`src/rtl/fetch_sequencer.sv`:
```
`default_nettype none
// ============================================================================
// fetch_sequencer : PC owner and fetch/issue controller for the program ROM.
//   Optional single-step gating of FETCH under macro SEQ_SINGLE_STEP_EN.
// Revision: 1.0  initial release
// ============================================================================
module fetch_sequencer #(
  parameter int         ADDR_WIDTH  = 2,
  parameter int         DATA_WIDTH  = 8,
  parameter logic [3:0] HALT_OPCODE = 4'h4
) (
  input  logic                  clk,
  input  logic                  rst_n,
  input  logic                  start,
`ifdef SEQ_SINGLE_STEP_EN
  input  logic                  step_mode,
  input  logic                  step,
`endif
  output logic [ADDR_WIDTH-1:0] rom_addr,
  input  logic [DATA_WIDTH-1:0] rom_data,
  output logic [DATA_WIDTH-1:0] instr,
  output logic                  instr_valid,
  input  logic                  instr_ready,
  input  logic                  redirect_valid,
  input  logic [ADDR_WIDTH-1:0] redirect_addr,
  output logic [ADDR_WIDTH-1:0] pc,
  output logic                  busy,
  output logic                  halted
);

  typedef enum logic [1:0] {
    S_IDLE   = 2'd0,
    S_FETCH  = 2'd1,
    S_ISSUE  = 2'd2,
    S_HALTED = 2'd3
  } state_t;

  state_t                r_state;
  logic [ADDR_WIDTH-1:0] r_pc;
  logic [DATA_WIDTH-1:0] r_instr;
  logic                  r_valid;
  logic                  r_busy;
  logic                  r_halted;
  logic                  w_fetch_go;
  logic                  w_is_halt;

`ifdef SEQ_SINGLE_STEP_EN
  assign w_fetch_go = !step_mode || step;
`else
  assign w_fetch_go = 1'b1;
`endif

  assign w_is_halt = (r_instr[DATA_WIDTH-1 -: 4] == HALT_OPCODE);

  // Status outputs are loaded together with the next state so they are pure flops.
  always_ff @(posedge clk or negedge rst_n) begin
    if (!rst_n) begin
      r_state  <= S_IDLE;
      r_pc     <= '0;
      r_instr  <= '0;
      r_valid  <= 1'b0;
      r_busy   <= 1'b0;
      r_halted <= 1'b0;
    end else begin
      case (r_state)
        S_IDLE, S_HALTED: begin
          if (start) begin
            r_pc     <= '0;
            r_state  <= S_FETCH;
            r_busy   <= 1'b1;
            r_halted <= 1'b0;
          end
        end
        S_FETCH: begin
          if (w_fetch_go) begin
            r_instr <= rom_data;
            r_state <= S_ISSUE;
            r_valid <= 1'b1;
          end
        end
        S_ISSUE: begin
          if (instr_ready) begin
            r_valid <= 1'b0;
            if (w_is_halt) begin
              r_state  <= S_HALTED;
              r_busy   <= 1'b0;
              r_halted <= 1'b1;
            end else begin
              r_pc    <= redirect_valid ? redirect_addr : r_pc + 1'b1;
              r_state <= S_FETCH;
            end
          end
        end
        default: begin
          r_state  <= S_IDLE;
          r_valid  <= 1'b0;
          r_busy   <= 1'b0;
          r_halted <= 1'b0;
        end
      endcase
    end
  end

  assign rom_addr    = r_pc;
  assign pc          = r_pc;
  assign instr       = r_instr;
  assign instr_valid = r_valid;
  assign busy        = r_busy;
  assign halted      = r_halted;

endmodule
`default_nettype wire
```
`config.mk`:
```
export PLATFORM = sky130hd
export DESIGN_NAME = fetch_sequencer
export DESIGN_NICKNAME = d
export VERILOG_FILES = /design/src/rtl/fetch_sequencer.sv
export SDC_FILE = /design/constraint.sdc
export NUM_CORES = 1
export LEC_CHECK = 0
export CORE_ASPECT_RATIO = 1.4
export CORE_UTILIZATION = 30
export DETAILED_ROUTE_END_ITERATION = 16
export PLACE_DENSITY = 0.67
export SLEW_MARGIN = 10
export SYNTH_ARGS = -nofsm -noshare
export SYNTH_HDL_FRONTEND = slang
export SYNTH_SLANG_ARGS = --single-unit
```
`constraint.sdc`:
```
create_clock -name clk -period 1.55 [get_ports clk]
set_clock_uncertainty 0.1 [all_clocks]
set_input_delay 0.31 -clock clk [delete_from_list [all_inputs] [get_ports clk]]
set_output_delay 0.31 -clock clk [all_outputs]
set_load 0.01 [all_outputs]
```
* Yosys cells after proc, flatten, opt, wreduce, memory -nomap -nowiden *
Index checks and enable logic that the tools add are counted.
Widths: inputs -> output; s select.

word-level totals
  register bits after elaboration = 15
  output and inout port bits = 15
  logic and storage cells = 42

cells by class
  add/subtract/negate cells = 1
  equal/unequal tests = 8
  multiplexer cells = 19
  reduce and logical (&&, ||, !) cells = 8

operators with widths
  kind                 number
  $mux 2               7
  $ne 2x2->1 const B   4
  $reduce_and 4->1     2
  $mux 1               7
  $pmux 1 s2           3
  $pmux 2 s3           1
  $eq 2x2->1 const B   2
  $eq 4x3->1 const B   1
  $pmux 2 s2           1
  $reduce_and 2->1     2
  $reduce_bool 2->1    2
  $add 2x1->2 const B  1
  $eq 2x1->1 const B   1
  $logic_not 2->1      1
  $reduce_or 2->1      1

* Longest topological paths before layout *
  depth in word-level cells = 5
  gate-level depth with buffers = 6
  gate-level depth less buffers = 6

* Least setup slack after synthesis *
Ideal clock, no wire load.

  kind = register to register
  from = reg r_state[0]
  to = reg r_pc[1] (netlist: pc[1])
  setup time = 0.080 ns
  arrival time = 1.450 ns
  path slack = -0.081 ns
  stages on the path, launching flop included = 7
  buffers on the path = 0
  cell sequence = dfrtp_1 inv_1 ha_1 inv_1 o21ai_4 or3b_1 o211ai_2

on the way
  cells in the longest elaborated chain, start to end = 4
  elaborated cells on any way between the ends = 10

ends and longest elaborated chain
  what                                                              line  source
  start, declared                                                   38    state_t r_state;
  start signal, assigned                                            58    r_state <= S_IDLE;
  start signal, assigned                                            69    r_state <= S_FETCH;
  start signal, assigned                                            77    r_state <= S_ISSUE;
  $eq 2x2->1 / $logic_not 2->1 (equally long branches)              65    case (r_state)
  $reduce_or 2->1                                                   65
  $ne 2x2->1 (no line) / $reduce_bool 2->1 (equally long branches)  -
  $reduce_and 4->1 (no line)                                        -
  end signal, assigned                                              89    r_pc <= redirect_valid ? redirect_addr : r_pc + 1'b1;
  end, declared                                                     39    logic [ADDR_WIDTH-1:0] r_pc;

Parallel ways exist; a longest one is shown, timed or not.
A chain may end at the register's enable or synchronous reset.

* Worst setup path after layout *
  from = reg r_state[1]
  to = reg r_pc[1] (netlist: pc[1])

The elaborated chain is that of the path after synthesis.

==> out/metrics.yaml <==
clock_network:
  tritoncts: "built"
  numCtsBuffers: 3
  cts_root_buf: "clkbuf_4"
  path_clk_slew_ns: 0.10
  num_clock_sinks: 15
  clock_path_buffers: 2
  ctsHtreeMaxLevel: 1
  worst_skew_pair.late_latency_ns: 0.29
  cts_hold_buf: 0
timing:
  setup_tns_ns: 0
  rsz_0062_raised_after_global_routing: "yes"
  worst_slew_margin_rel_pct: 83.9
  finalSetupViolations: 0
  fmaxAchievable_ghz: 0.656
  final_period_minus_worst_setup_slack_ns: 1.52
  endpoints_failing_hold: 0
  fin_crit_sh_pct: 98.4
  final_max_slew_viol_count: 0
  whs_ns: 0.231
  worst_pin_slew_ns: 0.242
routing:
  dr.first_iter.drc_count: 2
  post-route-drc-count: 0
  postRouteAntennaNets: 0
  vias_per_cell: 4.49
  detailroute.via_count: 656
  routed_wire_length_per_instance_um: 11.8
  wirelength_um: 1720
  drt_pass1_iterations: 2
critical_path:
  cp_data_required_time_ns: 1.67
  critical_path_class: "reg2reg"
  cp-start-kind: "flop"
  path_max_fanout: 5
  timing.critical_path.arrival_ns: 1.64
  timing.critical_path.to_type: "flop"
floorplanning:
  core_area_um2: 2420
  start_util_pct: 32.2
  placementRows: 21
  die_height_um: 62.3
  dieArea_um2: 2800
  die_w_um: 45.0
  io-pin-count: 30
power_and_ir_drop:
  internal_power_w: 0.00152
  power.sequential.fraction_pct: 28.0
  netSwitchingPower_w: 0.000906
  pwr-share-comb_pct: 62.7
  power.share.switching_pct: 37.4
  cellLeakagePower_nw: 0.564
  vdd.ir_drop.worst_mv: 0.815
  power.density_nw_per_um2: 1960
  power.share.clock_pct: 9.3
synth:
  top_area_cell_type_share_of_the_netlist_area_pct: 48.2
  post_syn_area_um2: 778
  yosysUniqueCellTypes: 23
  post_synth_inst_count: 67
  synth_warnings: 0
  syn_avg_cell_area_um2: 11.6
  post_synth_main_area_contributors: "dfrtp_1 48%, mux2_2 12%, ha_1 6.4%"
  synth.ff_latch_count: 15
  synthesis.nets: 86
  seq_area_frac_synth_pct: 48.2
  synth.largest_area_cell: "dfrtp_1"
placement:
  port_buffers: 29
  place_hpwl_um: 1300
  gp_congestion: 0.857
min_path:
  min-delay-path-class: "in2async"
layout:
  finalNetCount: 132
  areaGrowthSynthToFinish_pct: 58.5
  final_cell_mix: "15 x dlygate4sd2_1, 15 x buf_4, 14 x dfrtp_1, 14 x clkdlybuf4s50_1, 8 x mux2_2"
  fin_util_pct: 51.0
  final.fill_count: 252
  num_antenna_cells: 0
  post_route_cells_drive_above_1_share_pct: 33.0
global_routing:
  global_route_usage_over_all_layers_pct: 13.8
  grt_first_pass_wirelength_um: 2810
  pin_count_of_the_biggest_net_entering_global_routing: 16
  via_count_of_the_first_global_routing_pass: 687
  grt-ovfl-total: 0
  grt_antenna_before_repair: 0
job:
  maxCapViolations: 0
run_status:
  outcome: "finished clean"
-- power by group through the flow --
stage | registers (W) | logic, W | clock network (W)
2_1_floorplan | 0.000809 | 0.000727 | 0
3_3_place_gp | 0.000738 | 0.00139 | 0
3_5_place_dp | 0.000745 | 0.00142 | 0
4_1_cts | 0.000679 | 0.00145 | 0.000237
5_1_grt | 0.000714 | 0.00164 | 0.000254
6_report | 0.000679 | 0.00152 | 0.000225
-- stage by stage --
| step | total power (W) | setup slack [ns] | std cells | area (um2) |
|---|---|---|---|---|
| after global placement | 0.00213 | -0.121 | 134 | 1160 |
| final | 0.00242 | 0.0255 | 146 | 1230 |
| after global routing | 0.00261 | -0.0240 | 146 | 1230 |
| after CTS | 0.00237 | 0.00114 | 144 | 1210 |
| after floorplan | 0.00154 | 0.0132 | 67 | 791 |
| after detailed placement | 0.00216 | -0.139 | 134 | 1160 |
-- cell families (layout without fill, tap and decap cells) --
group	after synthesis	count (layout)	share of synthesized area, %
DFF	15	15	48.2
AOI/OAI and AO/OA	14	14	12.1
and+or+nand+nor	14	14	11.3
muxes	11	11	15.9
buffers and inverters	8	53	4.98
adders and majority gates	4	4	6.43
xor gates and xnor gates	1	1	1.13
-- what timing repair did --
action / CTS / global route
setup buffers: 6 / 2
pin swaps: 0 / 2
gates resized for setup: 15 / 4
setup endpoints to repair: 15 / 5
endpoints found under the hold margin: 0 / 0
-- cell type report --
type / count / area, um2 / share of cell area (%)
clock buffers: 3 / 22.5 / 1.83
clock inverters: 1 / 5.00 / 0.406
inverters: 5 / 21.3 / 1.72
multi-input cells: 44 / 382 / 30.9
flip-flops and latches: 15 / 377 / 30.5
well taps: 34 / 42.5 / 3.45
repair buffers: 44 / 384 / 31.1
-- path summary, 6_finish.rpt --
path / slack, ns / from / depth (start not counted) / endpoint
worst min register to register: 0.38 / instr_valid / 2 / instr_valid
max in group asynchronous: 0.93 / rst_n / 2 / r_state[1]
worst min-delay path: 0.23 / rst_n / 2 / halted
worst max register to register: 0.03 / r_state[1] / 5 / pc[1]
worst max-delay path: 0.03 / r_state[1] / 5 / pc[1]
min in group clk: 0.38 / instr_valid / 2 / instr_valid
-- sequential cells by signal, summed over array words and instances, names as in the netlist --
signal,count
busy,1
instr_valid,1
r_state,2
instr,8
halted,1
pc,2
-- synth_stat cells --
cell type and count:
nand2b_2 1, mux2i_1 2, ha_1 4, o31ai_1 1, nand2_1 6, o21ai_4 1, or3b_1 1, inv_1 5
o21ai_0 5, nor4b_4 1, nor2_1 2, xnor2_1 1, buf_4 2, o21ai_1 1, nand3_1 2, buf_2 1
nand2b_1 1, mux2_2 8, a21oi_1 4, mux2i_2 1, o211ai_2 1, a211oi_1 1, dfrtp_1 15
-- routing by layer --
layer / vias up / share of wire (%) / GRT usage [%]
li1: 321 / - / -
met1: 308 / 40 / 14.3
met2: 23 / 53 / 24.1
met3: 4 / 4.0 / 1.16
met4: 0 / 3.1 / 10.2
met5: - / 0 / 0
-- critical path: stages, from the launching register on --
cell      delay, ns
dfrtp_2        0.45
ha_4           0.27
inv_4          0.07
o21ai_4        0.07
or3b_1         0.36
o211ai_2       0.13
No activity file was read; power rests on OpenSTA's default activity.
